`config.mk`:
```
export PLATFORM = sky130hd
export DESIGN_NAME = elastic_pipe
export DESIGN_NICKNAME = d
export VERILOG_FILES = /design/src/rtl/elastic_pipe_pkg.sv /design/src/rtl/elastic_pipe_stage.sv /design/src/rtl/elastic_pipe.sv
export SDC_FILE = /design/constraint.sdc
export NUM_CORES = 1
export LEC_CHECK = 0
export BUFFER_PORTS_ARGS = -buffer_cell sky130_fd_sc_hd__buf_2
export CORE_MARGIN = 5
export CORE_UTILIZATION = 45
export DETAILED_ROUTE_END_ITERATION = 10
export GPL_ROUTABILITY_DRIVEN = 0
export PLACE_DENSITY = 0.74
export SLEW_MARGIN = 10
export SYNTH_ARGS = -nofsm -noshare
export SYNTH_HDL_FRONTEND = slang
export SYNTH_SLANG_ARGS = --single-unit
```
`constraint.sdc`:
```
create_clock -name clk -period 2.1 [get_ports clk]
set_input_delay 0.315 -clock clk [delete_from_list [all_inputs] [get_ports clk]]
set_output_delay 0.315 -clock clk [all_outputs]
set_load 0.005 [all_outputs]
```
`src/rtl/elastic_pipe_pkg.sv`:
```
// elastic_pipe_pkg: shared constants for the elastic pipeline
package elastic_pipe_pkg;
  localparam int DEFAULT_WIDTH = 8;
endpackage

```
`src/rtl/elastic_pipe_stage.sv`:
```
// pipe_stage: one data register plus valid bit with load and clear
module pipe_stage
  import elastic_pipe_pkg::*;
#(
  parameter int               WIDTH     = DEFAULT_WIDTH,
  parameter logic [WIDTH-1:0] RESET_VAL = '0
) (
  input  logic             clk,
  input  logic             res,
  input  logic             load,
  input  logic             clr,
  input  logic [WIDTH-1:0] d_in,
  output logic             valid,
  output logic [WIDTH-1:0] data
);
  logic             valid_d, valid_q;
  logic [WIDTH-1:0] data_d, data_q;
  // an incoming item wins over the clear of the departing one
  always_comb begin
    valid_d = load | (valid_q & ~clr);
    data_d  = load ? d_in : data_q;
  end
  always_ff @(posedge clk or negedge res) begin
    if (!res) begin
      valid_q <= 1'b0;
      data_q  <= RESET_VAL;
    end else begin
      valid_q <= valid_d;
      data_q  <= data_d;
    end
  end
  assign valid = valid_q;
  assign data  = data_q;
endmodule

```
`src/rtl/elastic_pipe.sv`:
```
// elastic_pipe: DEPTH-stage valid/ready pipeline with bubble collapse, enable and flush
module elastic_pipe
  import elastic_pipe_pkg::*;
#(
  parameter int               WIDTH     = DEFAULT_WIDTH,
  parameter int               DEPTH     = 3,
  parameter logic [WIDTH-1:0] RESET_VAL = '0
) (
  input  logic                       clk,
  input  logic                       res,
  input  logic                       en,
  input  logic                       flush,
  input  logic                       in_valid,
  output logic                       in_ready,
  input  logic [WIDTH-1:0]           d,
  output logic                       out_valid,
  input  logic                       out_ready,
  output logic [WIDTH-1:0]           q,
  output logic [$clog2(DEPTH+1)-1:0] count
);
  localparam int CW = $clog2(DEPTH + 1);
  logic [DEPTH-1:0] valid, move, load, clr;
  logic [WIDTH-1:0] data [DEPTH];
  logic             accept;
  logic [CW-1:0]    count_d, count_q;
  // move resolves from the output end backwards so bubbles collapse
  always_comb begin
    move = '0;
    move[DEPTH-1] = valid[DEPTH-1] & out_ready & en;
    for (int k = DEPTH - 2; k >= 0; k--)
      move[k] = valid[k] & en & (~valid[k+1] | move[k+1]);
  end
  // held low during reset so nothing is accepted until res is released
  assign in_ready = res & en & ~flush & (~valid[0] | move[0]);
  assign accept   = in_valid & in_ready;
  always_comb begin
    load    = '0;
    load[0] = accept;
    for (int k = 1; k < DEPTH; k++)
      load[k] = move[k-1] & ~flush;
    clr = {DEPTH{flush}} | move;
  end
  for (genvar i = 0; i < DEPTH; i++) begin : g_st
    logic [WIDTH-1:0] d_in;
    if (i == 0) begin : g_in
      assign d_in = d;
    end else begin : g_mid
      assign d_in = data[i-1];
    end
    pipe_stage #(.WIDTH(WIDTH), .RESET_VAL(RESET_VAL)) u_stage (
      .clk  (clk),
      .res  (res),
      .load (load[i]),
      .clr  (clr[i]),
      .d_in (d_in),
      .valid(valid[i]),
      .data (data[i])
    );
  end
  always_comb count_d = flush ? '0 : count_q + CW'(accept) - CW'(move[DEPTH-1] & ~flush);
  always_ff @(posedge clk or negedge res) begin
    if (!res) count_q <= '0;
    else      count_q <= count_d;
  end
  assign count     = count_q;
  assign out_valid = valid[DEPTH-1];
  assign q         = data[DEPTH-1];
endmodule
```
**Yosys cells after proc, flatten, opt, wreduce, memory -nomap -nowiden**

Cells that the tools add are included.
Widths: inputs -> output; s select.

- Div/mod/pow operators: 0
- Add/subtract/negate cells: 2
- Bitwise gates (word level): 31
- Reduce and logical (&&, ||, !) cells: 0
- Shift-type cells: 0
- Equal/unequal tests: 0
- $mul: 0
- Mux-type cells: 1
- Order comparisons: 0

Operators with widths:

| kind | count |
|---|---|
| $and 1x1->1 | 15 |
| $not 1->1 | 7 |
| $or 1x1->1 | 6 |
| $or 3x3->3 | 1 |
| $add 2x1->2 | 1 |
| $and 1x2->2 | 1 |
| $mux 2 | 1 |
| $not 1->2 | 1 |
| $sub 2x2->2 | 1 |

- Bits in writable memories: 0
- Bits in latches: 0
- Register bits after elaboration: 29
- ROM bits: 0
- Logic and storage cells: 41
- Memories: 0
- Input port bits: 14

**Longest topological paths before layout**

Gate-level depths: netlist of run 1.

- Depth after elaboration: 12
- Mapped depth: 8

**Hierarchy**

Synthesis of run 1 repeated with hierarchy kept, for this count alone.

- Cell total of the unflattened synthesis: 81
- Area, all modules: 1,325.0 µm²

By module, submodules not included:

| module | area an instance (µm²) | times used | seq. area each (µm²) | cells an instance |
|---|---|---|---|---|
| pipe_stage | 369.1 | 3 | 225.2 | 20 |
| elastic_pipe | 217.7 | 1 | 50.0 | 21 |

**Worst setup path after synthesis of run 1**

No wires, ideal clock.

- Path kind: register -> register
- Start point: register g_st[2].u_stage.valid_q
- End point: register count_q[0] (netlist: count[0])
- Buffers on the path: 0
- Library setup time: 0.118 ns
- Stages on the path, launching flop included: 8
- Arrival time: 1.657 ns
- Clock period less this slack: 1.775 ns
- Required time: 1.982 ns
- Path slack: 0.325 ns
- Cells stage by stage: dfrtp_1 -> and2b_2 -> a31oi_4 -> inv_1 -> ha_1 -> inv_1 -> ha_1 -> nor2b_1

- Longest elaborated chain between the ends: 12

Ends and longest elaborated chain:

| what | line | RTL |
|---|---|---|
| from (decl) | elastic_pipe_stage.sv:16 | `logic valid_d, valid_q;` |
| from (signal assigned) | elastic_pipe_stage.sv:28 | `valid_q <= valid_d;` |
| $and 1x1->1 (2 in a row) | elastic_pipe.sv:29 | `move[DEPTH-1] = valid[DEPTH-1] & out_ready & en;` |
| $or 1x1->1 | elastic_pipe.sv:31 | `move[k] = valid[k] & en & (~valid[k+1] \| move[k+1]);` |
| $and 1x1->1 | elastic_pipe.sv:31 |  |
| $or 1x1->1 | elastic_pipe.sv:31 |  |
| $and 1x1->1 | elastic_pipe.sv:31 |  |
| $or 1x1->1 | elastic_pipe.sv:34 | `assign in_ready = res & en & ~flush & (~valid[0] \| move[0]);` |
| $and 1x1->1 | elastic_pipe.sv:34 |  |
| $and 1x1->1 | elastic_pipe.sv:35 | `assign accept = in_valid & in_ready;` |
| $add 2x1->2 | elastic_pipe.sv:60 | `always_comb count_d = flush ? '0 : count_q + CW'(accept) - CW'(move[DEPTH-1] & ~flush);` |
| $sub 2x2->2 (*) | elastic_pipe.sv:60 |  |
| $mux 2 (*) | elastic_pipe.sv:60 |  |
| via count_d[0] | elastic_pipe.sv:25 | `logic [CW-1:0] count_d, count_q;` |
| to (signal assigned) | elastic_pipe.sv:63 | `else count_q <= count_d;` |
| to (decl) | elastic_pipe.sv:25 |  |

The timed path passes the listed nets; every way through them passes the cells marked *.
A chain may end at the register's enable or synchronous reset.

**Worst setup path after layout of run 1**

- Start point: register g_st[2].u_stage.valid_q
- End point: register count_q[1] (netlist: count[1])

The elaborated chain is that of the path after synthesis.

==> impl_metrics.py, run 1 <==
metrics = {
    "floorplan": {
        "start_util": 0.4606,
        "io-pin-count": 26,
        "die_area_um2": 3899,
        "die_w_um": 62.44,
        "core_um2": 2686,
        "rows": 19,
        "dieHeight_um": 62.44,
    },
    "timing": {
        "slew_viol_final": 0,
        "skew_ns": 0.008367,
        "slew-limit-headroom": 0.7160,
        "fmax_mhz": 579.4,
        "setup-violations-final": 0,
        "rsz0062_at_grt": "no",
        "hold_viol": 0,
        "min_period_ns": 1.726,
        "tns_ns": 0,
        "finalCritPeriodShare": 0.8218,
        "worst_pin_slew_ns": 0.4260,
    },
    "drt": {
        "drt_pass1_iterations": 4,
        "via_per_inst": 5.219,
        "post_drt_wl_per_cell_um": 14.81,
        "drc_errors": 0,
        "vias": 762,
        "ant_nets": 0,
        "drtIter0Drc": 9,
        "totalWireLength_um": 2162,
    },
    "yosys": {
        "synth_xor_area_frac": 0.01416,
        "synthAdderAreaFrac": 0.02022,
        "synth_warnings": 0,
        "synth_top_area_frac": 0.5865,
        "synth-simple-area-share": 0.08291,
        "yosys.area.top_type": "dfrtp_1",
        "synth-seq-cells": 29,
        "synth_top_family_by_area": "multiplexers",
        "synthesis.area_um2": 1237,
        "ys.flop_type": "dfrtp_1",
        "synthesis.nets": 98,
        "avgSynthCellArea_um2": 15.09,
        "synth-compound-area-share": 0.04752,
        "synthTopCellsByArea": "dfrtp_1 59%, mux2_2 22%, ha_1 2.0%",
        "synthDistinctLibCells": 23,
        "async_flop_share": 1.000,
        "yosysSeqAreaShare": 0.5865,
        "synth_edf_count": 0,
        "synthCells": 82,
        "muxShareOfSynthArea": 0.2184,
    },
    "flow_run": {
        "maxCapViolations": 0,
    },
    "global_route": {
        "grt.total_usage": 0.1306,
        "grt_overflow": 0,
        "grt_max_degree": 31,
        "antenna_found_initial": 0,
        "grt_first_pass_wirelength_um": 3939,
        "grt_pass1_vias": 862,
    },
    "finish": {
        "num_antenna_cells": 0,
        "fin_nets": 130,
        "drive_gt1_frac": 0.5739,
        "multi_input_area_um2": 474.2,
        "area_growth_pct": 18.30,
        "regArea_um2": 725.7,
        "fill_cells": 237,
    },
    "cts": {
        "cts_resized": 0,
        "cts_tree": "yes",
        "worstSkewPairLatency_ns": 0.32,
        "cts_setup_buffers": 0,
        "cts_hold_buf": 0,
        "clkTransAtPathRegs_ns": 0.09,
        "clockRootBuffer": "clkbuf_4",
        "cts.sinks": 29,
        "clockBufferDepth": 2,
        "cts_max_level": 2,
        "cts_inserted_buffers": 5,
    },
    "place": {
        "dp_hpwl_um": 1560,
        "port_buffers": 25,
    },
    "critical_path": {
        "cp.required_ns": 2.30,
        "critical_path_arrival_ns": 1.93,
        "worstPathMaxFanout": 5,
        "critPathCaptureType": "flop",
        "path_class": "flop to flop",
        "crit_path_start_kind": "flop",
    },
    "status": {
        "status": "complete, no violations",
    },
    "pwr": {
        "ir_worst_vdd_uv": 555.0,
        "p_per_area_nw_per_um2": 833.4,
        "power.leakage_uw": 0.0007804,
        "power_uw": 1220,
    },
    "hold_path": {
        "hold_class": "primary input to async pin",
    },
}
-- cells by family after synthesis --
kind of cell               count (synthesis)
buffers and inverters                      6
adders and majority gates                  2
DFF                                       29
and+or+nand+nor                           13
muxes                                     24
xor gates and xnor gates                   2
AOI/OAI and AO/OA                          6
-- stage by stage --
step / setup slack [ns] / instance area, um^2 / util / instances / hold slack, ns
2_1_floorplan: 0.3253 / 1237 / - / 82 / 0.01941
3_3_place_gp: 0.4251 / 1394 / 0.5189 / 138 / 0.4125
3_5_place_dp: 0.3537 / 1394 / 0.5189 / 138 / 0.4237
4_1_cts: 0.3574 / 1464 / 0.5449 / 146 / 0.06240
5_1_grt: 0.2779 / 1464 / 0.5449 / 146 / 0.07750
6_report: 0.3742 / 1464 / 0.5449 / 146 / 0.06959
-- layer usage --
metal	GRT usage	share of wire	vias up
met5	0	0	-
met4	0.07162	0.012	0
met3	0.04856	0.078	4
met2	0.2047	0.46	24
met1	0.1538	0.45	386
li1	-	-	348
-- path summary, 6_finish.rpt --
| path | start | to | slack, ns | cells past startpoint |
|---|---|---|---|---|
| worst max-delay path | g_st[2].u_stage.valid$_DFF_PN0_ | count[1]$_DFF_PN0_ | 0.37 | 8 |
| worst min-delay path | res | g_st[1].u_stage.data[7]$_DFFE_PN0P_ | 0.07 | 2 |
| worst max register to register | g_st[2].u_stage.valid$_DFF_PN0_ | count[1]$_DFF_PN0_ | 0.37 | 8 |
| worst min register to register | g_st[0].u_stage.data[5]$_DFFE_PN0P_ | g_st[0].u_stage.data[5]$_DFFE_PN0P_ | 0.51 | 1 |
| max in group asynchronous | res | g_st[0].u_stage.data[4]$_DFFE_PN0P_ | 1.76 | 2 |
| min in group clk | d[7] | g_st[0].u_stage.data[7]$_DFFE_PN0P_ | 0.22 | 2 |
-- cell type report --
type                       count  share of cell area
sequential                    29              0.4957
tap                           31             0.02650
multi-input combinational     47              0.3239
inverter                       4             0.01026
clock buffer                   7             0.04444
clock inverter                 1            0.003419
timing repair buffer          27             0.09573
-- layout by cell type (no fill, tap or decap) --
cell type	netlist	layout
clkbuf_8	0	2
ha_1	2	2
a21oi_1	1	1
o21ai_0	1	1
and3_1	1	1
xor2_1	1	1
o211a_1	1	1
clkinv_2	0	1
nand2_1	3	3
dfrtp_1	29	29
nor2b_1	1	1
buf_4	0	2
mux2_2	24	24
and3_2	1	1
nand3b_1	1	1
xnor2_1	1	1
nor2b_4	1	1
buf_2	0	25
clkbuf_4	0	5
a22oi_1	1	1
a31oi_4	1	1
and3b_2	1	1
and2b_2	1	1
inv_1	4	4
nor2_1	2	2
a211o_2	1	1
nand4b_4	1	1
-- synthesized netlist by cell type, types with 2 or more instances --
master	n
mux2_2	24
nand2_1	3
nor2_1	2
ha_1	2
inv_1	4
buf_6	2
dfrtp_1	29
-- report_power, final --
part	switching (uW)	total (uW)	internal (uW)
registers	43.7	693	650
clock network	184	378	194
logic	55.1	148	93.4
total	283	1220	937
-- worst max-delay path, cell delays in order, from the launching register on --
cell and delay, ns:
dfrtp_1 0.43, and2b_2 0.24, a31oi_4 0.18, inv_1 0.06, ha_1 0.27, inv_1 0.04
ha_1 0.17, xnor2_1 0.17, nor2_1 0.06
-- flip-flops by register name, indices dropped and copies added, names as in the netlist --
register and cells:
g_st.u_stage.data 24, g_st.u_stage.valid 3, count 2
Note: power is estimated with default switching activity, not from simulation.
==> inputs of run 2 (changes only) <==
==> constraint.sdc (replaced) <==
create_clock -name clk -period 1.71 [get_ports clk]
set_input_delay 0.2565 -clock clk [delete_from_list [all_inputs] [get_ports clk]]
set_output_delay 0.2565 -clock clk [all_outputs]
set_load 0.005 [all_outputs]
==> run 2 against run 1 <==
- non-clock buffer count increased by 3
- via count is 4.3% lower
- setup slack worse by 0.27 ns
- critical path depth fell by 1
- die area did not move
- sequential cell count unchanged
- final area grew 0.26%
- register-to-register slack worse by 0.27 ns
- largest cell class unchanged
- largest power group unchanged
==> impl_metrics.py, run 2 (synthesis gave the netlist of run 1 again) <==
metrics = {
    "timing": {
        "setup-violations-final": 0,
        "min_period_ns": 1.610,
        "fmax_mhz": 621.1,
        "slew-limit-headroom": 0.7573,
        "hold_viol": 0,
        "worst_pin_slew_ns": 0.3641,
        "rsz0062_at_grt": "no",
        "finalCritPeriodShare": 0.9415,
        "skew_ns": 0.004869,
        "worst_hold_slack_ns": 0.008480,
        "slew_viol_final": 0,
    },
    "floorplan": {
        "start_util": 0.4606,
        "die_w_um": 62.44,
        "core_um2": 2686,
        "die_area_um2": 3899,
        "rows": 19,
        "dieHeight_um": 62.44,
        "io-pin-count": 26,
    },
    "pwr": {
        "p_sw_uw": 347.2,
        "power.leakage_uw": 0.0007868,
        "p_per_area_nw_per_um2": 966.1,
        "comb_power_share": 0.129,
        "intPower_uw": 1071,
        "swShare": 0.2449,
        "ir_worst_vdd_uv": 774.3,
        "power.share.sequential": 0.598,
        "pwr-share-clk": 0.273,
        "power_uw": 1418,
    },
    "flow_run": {
        "maxCapViolations": 0,
    },
    "drt": {
        "drc_errors": 0,
        "drtIter0Drc": 5,
        "drt_pass1_iterations": 3,
        "ant_nets": 0,
        "via_per_inst": 4.893,
        "totalWireLength_um": 2109,
        "vias": 729,
        "post_drt_wl_per_cell_um": 14.15,
    },
    "critical_path": {
        "critPathCaptureType": "flop",
        "critical_path_arrival_ns": 1.83,
        "path_class": "flop to flop",
        "cp.required_ns": 1.93,
        "r2r_end": "count[0]$_DFF_PN0_",
        "worstPathMaxFanout": 3,
        "rrSetupSlack_ns": 0.1,
        "rr_worst_depth": 7,
        "reg2reg_from": "g_st[2].u_stage.valid$_DFF_PN0_",
        "crit_path_start_kind": "flop",
    },
    "cts": {
        "worstSkewPairLatency_ns": 0.32,
        "cts_max_level": 2,
        "clockRootBuffer": "clkbuf_4",
        "cts_resized": 0,
        "cts.sinks": 29,
        "cts_hold_buf": 0,
        "clkTransAtPathRegs_ns": 0.09,
        "clockBufferDepth": 2,
        "cts_tree": "yes",
        "cts_inserted_buffers": 5,
    },
    "place": {
        "port_buffers": 25,
        "place_area_um2": 1409,
    },
    "global_route": {
        "grt_first_pass_wirelength_um": 3726,
        "grt_pass1_vias": 808,
        "grt_max_degree": 31,
        "grt.total_usage": 0.1221,
        "grt_overflow": 0,
        "antenna_found_initial": 0,
    },
    "finish": {
        "area_growth_pct": 18.60,
        "drive_gt1_frac": 0.5763,
        "fin_nets": 133,
        "layout_commonest_cell": "dfrtp_1",
        "largest_reg_flops": 24,
        "num_antenna_cells": 0,
        "final_cell_area_um2": 1468,
        "mostFrequentLayoutCells": "29 x dfrtp_1, 25 x buf_2, 24 x mux2_2, 5 x clkbuf_4, 5 x buf_4",
        "fill_cells": 243,
        "multi_input_area_um2": 474.2,
        "regArea_um2": 725.7,
    },
    "status": {
        "status": "complete, no violations",
    },
    "hold_path": {
        "hold_class": "primary input to async pin",
    },
}
## run 2: cell count changes in the layout (fill, tap and decap cells not counted)
cell,change
buf_4,+3
clkinv_2,+1
clkbuf_8,-2
clkbuf_1,+1
## run 2: layer usage
metal | track usage | up-vias | routed length (um)
li1 | - | 356 | -
met1 | 0.1465 | 342 | 940
met2 | 0.1917 | 23 | 968
met3 | 0.04317 | 8 | 148
met4 | 0.06366 | 0 | 51
met5 | 0 | - | 0
## run 2: area by class of cell
class / count / area share
Clock buffer: 6 / 0.02813
Clock inverter: 2 / 0.006820
Inverter: 4 / 0.01023
Multi-Input combinational cell: 47 / 0.3231
Sequential cell: 29 / 0.4945
Tap cell: 31 / 0.02643
Timing Repair Buffer: 30 / 0.1108
## run 2: power groups by stage
stage          Sequential [uW]  Clock [uW]  Combinational, uW
6_report                   848         387                184
5_1_grt                    865         435                208
4_1_cts                    851         406                188
3_5_place_dp               865           0                188
3_3_place_gp               856           0                181
2_1_floorplan              851           0                116
## run 2: how the worst max path moves through the flow
| stage | start | end | slack, ns | cells after the start |
|---|---|---|---|---|
| after floorplan | g_st[2].u_stage.valid$_DFF_PN0_ | count[0]$_DFF_PN0_ | -0.04 | 7 |
| after global placement | g_st[2].u_stage.valid$_DFF_PN0_ | count[0]$_DFF_PN0_ | 0.10 | 7 |
| after detailed placement | g_st[2].u_stage.valid$_DFF_PN0_ | count[0]$_DFF_PN0_ | 0.07 | 7 |
| after CTS | g_st[2].u_stage.valid$_DFF_PN0_ | count[0]$_DFF_PN0_ | 0.05 | 7 |
| after global routing | g_st[2].u_stage.valid$_DFF_PN0_ | count[1]$_DFF_PN0_ | 0.02 | 8 |
| final | g_st[2].u_stage.valid$_DFF_PN0_ | count[0]$_DFF_PN0_ | 0.1 | 7 |
## run 2: through the flow
step           cells    util  setup WS, ns   TNS, ns
3_3_place_gp     140  0.5245        0.1043         0
2_1_floorplan     82       -      -0.03919  -0.05559
3_5_place_dp     140  0.5245       0.07402         0
6_report         149  0.5463       0.09997         0
4_1_cts          148  0.5435       0.05425         0
5_1_grt          149  0.5463       0.01711         0
## run 2: critical path: stages, from the launching register on
cell and delay, ns:
dfrtp_1 0.39, and2b_2 0.23, a31oi_4 0.16, inv_1 0.06, ha_1 0.26, inv_1 0.04
ha_1 0.25, nor2b_1 0.12
## run 2: timing repair
item | 4_1_cts | 5_1_grt
endpoints found under the setup margin | 0 | 1
buffers inserted | 0 | 1
hold endpoints to repair | 0 | 0
==> inputs of run 3 (changes only) <==
--- a/config.mk
+++ b/config.mk
@@ -5,7 +5,9 @@
 export SDC_FILE = /design/constraint.sdc
 export NUM_CORES = 1
 export LEC_CHECK = 0
+export ABC_AREA = 1
 export BUFFER_PORTS_ARGS = -buffer_cell sky130_fd_sc_hd__buf_2
+export CORE_ASPECT_RATIO = 0.75
 export CORE_MARGIN = 5
 export CORE_UTILIZATION = 45
 export DETAILED_ROUTE_END_ITERATION = 10
==> run 3 against run 2 <==
- clock power rose by 85%
- global-route usage increased by 2.1 points
- setup slack got worse by 0.016 ns
- utilization grew 7.5 points
- first-iteration DRC count grew to 9.8 times the previous value
- combinational power increased by 14%
- routed wire length is 20% higher
- via count grew 38%
- cell count up 42%
- power increased by 26%
- register-to-register slack worse by 0.02 ns
- clock skew down 0.0017 ns
==> impl_metrics.py, run 3 <==
metrics = {
    "status": {
        "status": "complete, no violations",
    },
    "pwr": {
        "power.share.sequential": 0.481,
        "ir_worst_vdd_uv": 778.0,
        "power_uw": 1781,
        "intPower_uw": 1361,
        "swShare": 0.2360,
        "pwr-share-clk": 0.402,
        "comb_power_share": 0.117,
        "power.leakage_uw": 0.0009170,
        "p_sw_uw": 420.2,
        "p_per_area_nw_per_um2": 1077,
    },
    "finish": {
        "multi_input_area_um2": 519.2,
        "regArea_um2": 725.7,
        "largest_reg_flops": 24,
        "instances_no_fill": 211,
        "final_cell_area_um2": 1654,
        "drive_gt1_frac": 0.3143,
        "fill_cells": 230,
        "mostFrequentLayoutCells": "51 x nand2_1, 29 x dfrtp_1, 25 x buf_2, 17 x o21ai_0, 11 x buf_4",
        "num_antenna_cells": 0,
        "layout_commonest_cell": "nand2_1",
        "area_growth_pct": 30.38,
        "fin_nets": 190,
    },
    "drt": {
        "ant_nets": 0,
        "drt_pass1_iterations": 4,
        "drc_errors": 0,
        "via_per_inst": 4.754,
        "post_drt_wl_per_cell_um": 12.02,
        "drtIter0Drc": 49,
        "totalWireLength_um": 2537,
        "vias": 1003,
    },
    "global_route": {
        "grt.total_usage": 0.1432,
        "grt_max_degree": 30,
        "antenna_found_initial": 0,
        "grt_pass1_vias": 996,
        "grt_first_pass_wirelength_um": 4416,
        "grt_overflow": 0,
    },
    "place": {
        "dp_hpwl_um": 1841,
        "place_area_um2": 1478,
        "dp.cells": 198,
        "port_buffers": 25,
    },
    "yosys": {
        "synth_top_area_frac": 0.5720,
        "avgSynthCellArea_um2": 9.468,
        "async_flop_share": 1.000,
        "synth_most_common_cell": "nand2_1",
        "synth_edf_count": 0,
        "synth_warnings": 0,
        "yosys.area.top_type": "dfrtp_1",
        "synthesis.area_um2": 1269,
        "synthTopCellsByCount": "52 x nand2_1, 29 x dfrtp_1, 17 x o21ai_0, 8 x nand4_1, 4 x inv_1",
        "synth-seq-cells": 29,
        "synthTopCellsByArea": "dfrtp_1 57%, nand2_1 15%, o21ai_0 6.7%",
        "synthCells": 134,
        "yosysSeqAreaShare": 0.5720,
        "ys.flop_type": "dfrtp_1",
        "synthDistinctLibCells": 20,
        "synthesis.nets": 150,
    },
    "timing": {
        "worst_pin_slew_ns": 0.4179,
        "slew_viol_final": 0,
        "fmax_mhz": 614.9,
        "hold_viol": 0,
        "skew_ns": 0.003151,
        "setup-violations-final": 0,
        "tns_ns": 0,
        "finalCritPeriodShare": 0.9510,
        "slew-limit-headroom": 0.7204,
        "min_period_ns": 1.626,
    },
    "cts": {
        "clkTransAtPathRegs_ns": 0.06,
        "clockBufferDepth": 2,
        "cts_max_level": 2,
        "worstSkewPairLatency_ns": 0.28,
        "cts.sinks": 29,
        "cts_tree": "yes",
        "cts_inserted_buffers": 5,
        "clockRootBuffer": "clkbuf_8",
    },
    "critical_path": {
        "startpoint": "g_st[1].u_stage.valid$_DFF_PN0_",
        "worstPathMaxFanout": 2,
        "endpoint": "count[1]$_DFF_PN0_",
        "rrSetupSlack_ns": 0.08,
        "reg2reg_from": "g_st[1].u_stage.valid$_DFF_PN0_",
        "critical_path_arrival_ns": 1.84,
        "critPathCaptureType": "flop",
        "crit_path_start_kind": "flop",
        "path_class": "flop to flop",
        "r2r_end": "count[1]$_DFF_PN0_",
        "cp.required_ns": 1.92,
        "rr_worst_depth": 12,
    },
    "floorplan": {
        "core_um2": 2663,
        "start_util": 0.4765,
        "dieHeight_um": 55.99,
        "rows": 16,
        "die_area_um2": 3992,
        "io-pin-count": 26,
        "die_w_um": 71.31,
    },
    "hold_path": {
        "hold_path_depth": 3,
        "hp-start": "d[6]",
        "hold_class": "primary input to flop",
    },
    "flow_run": {
        "maxCapViolations": 0,
    },
}
[run 3: power groups by stage]
| stage | clock [uW] | sequential, uW | combinational [uW] |
|---|---|---|---|
| 2_1_floorplan | 0 | 855 | 117 |
| 3_3_place_gp | 0 | 862 | 192 |
| 3_5_place_dp | 0 | 870 | 202 |
| 4_1_cts | 739 | 857 | 207 |
| 5_1_grt | 771 | 874 | 246 |
| 6_report | 715 | 857 | 209 |
[run 3: worst min path at each step]
stage	to
final	g_st[0].u_stage.data[6]$_DFFE_PN0P_
after global routing	g_st[0].u_stage.data[7]$_DFFE_PN0P_
after CTS	g_st[0].u_stage.data[6]$_DFFE_PN0P_
after detailed placement	count[1]$_DFF_PN0_
after global placement	count[1]$_DFF_PN0_
after floorplan	count[0]$_DFF_PN0_
[run 3: cells by family after synthesis]
kind of cell	count (synthesis)	synth area share
XOR/XNOR	2	0.01381
AND/OR/NAND/NOR	72	0.2752
buffers and inverters	9	0.03846
AO/OA/AOI/OAI	20	0.08087
adder cells (fa/ha/maj)	2	0.01972
flip-flops	29	0.5720
[run 3: layer usage]
layer  vias to the layer above  part of all wire  wire, um  track usage
met3                         5             0.072       182      0.07401
met4                         0             0.015        39      0.05630
met1                       450              0.49      1244       0.1813
met2                        32              0.42      1070       0.2055
met5                         -                 0         0            0
li1                        516                 -         -            -
[run 3: what timing repair did]
| item | 4_1_cts | 5_1_grt |
|---|---|---|
| hold buffers | 1 | 0 |
| pin swaps | 1 | 3 |
| endpoints found under the setup margin | 1 | 3 |
| gates resized for setup | 1 | 5 |
| setup buffers | 2 | 2 |
| cloned | 0 | 0 |
| hold endpoints to repair | 29 | 0 |
[run 3: critical path, stage by stage (launching register included)]
cell and delay (ns):
dfrtp_1 0.38, nand2_2 0.07, inv_2 0.06, nand2_4 0.06, nand2_4 0.07, nand2_4 0.06, nand2_4 0.08, nand3_4 0.07
ha_4 0.27, inv_1 0.04, ha_1 0.17, xor2_1 0.14, nor2_1 0.10
[run 3: metrics by stage]
step	setup slack, ns	util	hold slack, ns
after detailed placement	0.01045	0.5550	0.2929
after floorplan	0.01230	-	-0.03909
after CTS	0.01281	0.6095	0.2140
after global placement	0.1042	0.5550	0.2930
final	0.08382	0.6212	0.2262
after global routing	-0.01290	0.6212	0.2206
[run 3: layout make-up]
class                      instances  share of cell area
sequential                        29              0.4387
clock buffer                       7             0.05219
timing repair buffer              38              0.1407
inverter                           4            0.009077
tap                               36             0.02723
multi-input combinational         96              0.3139
clock inverter                     1             0.01815
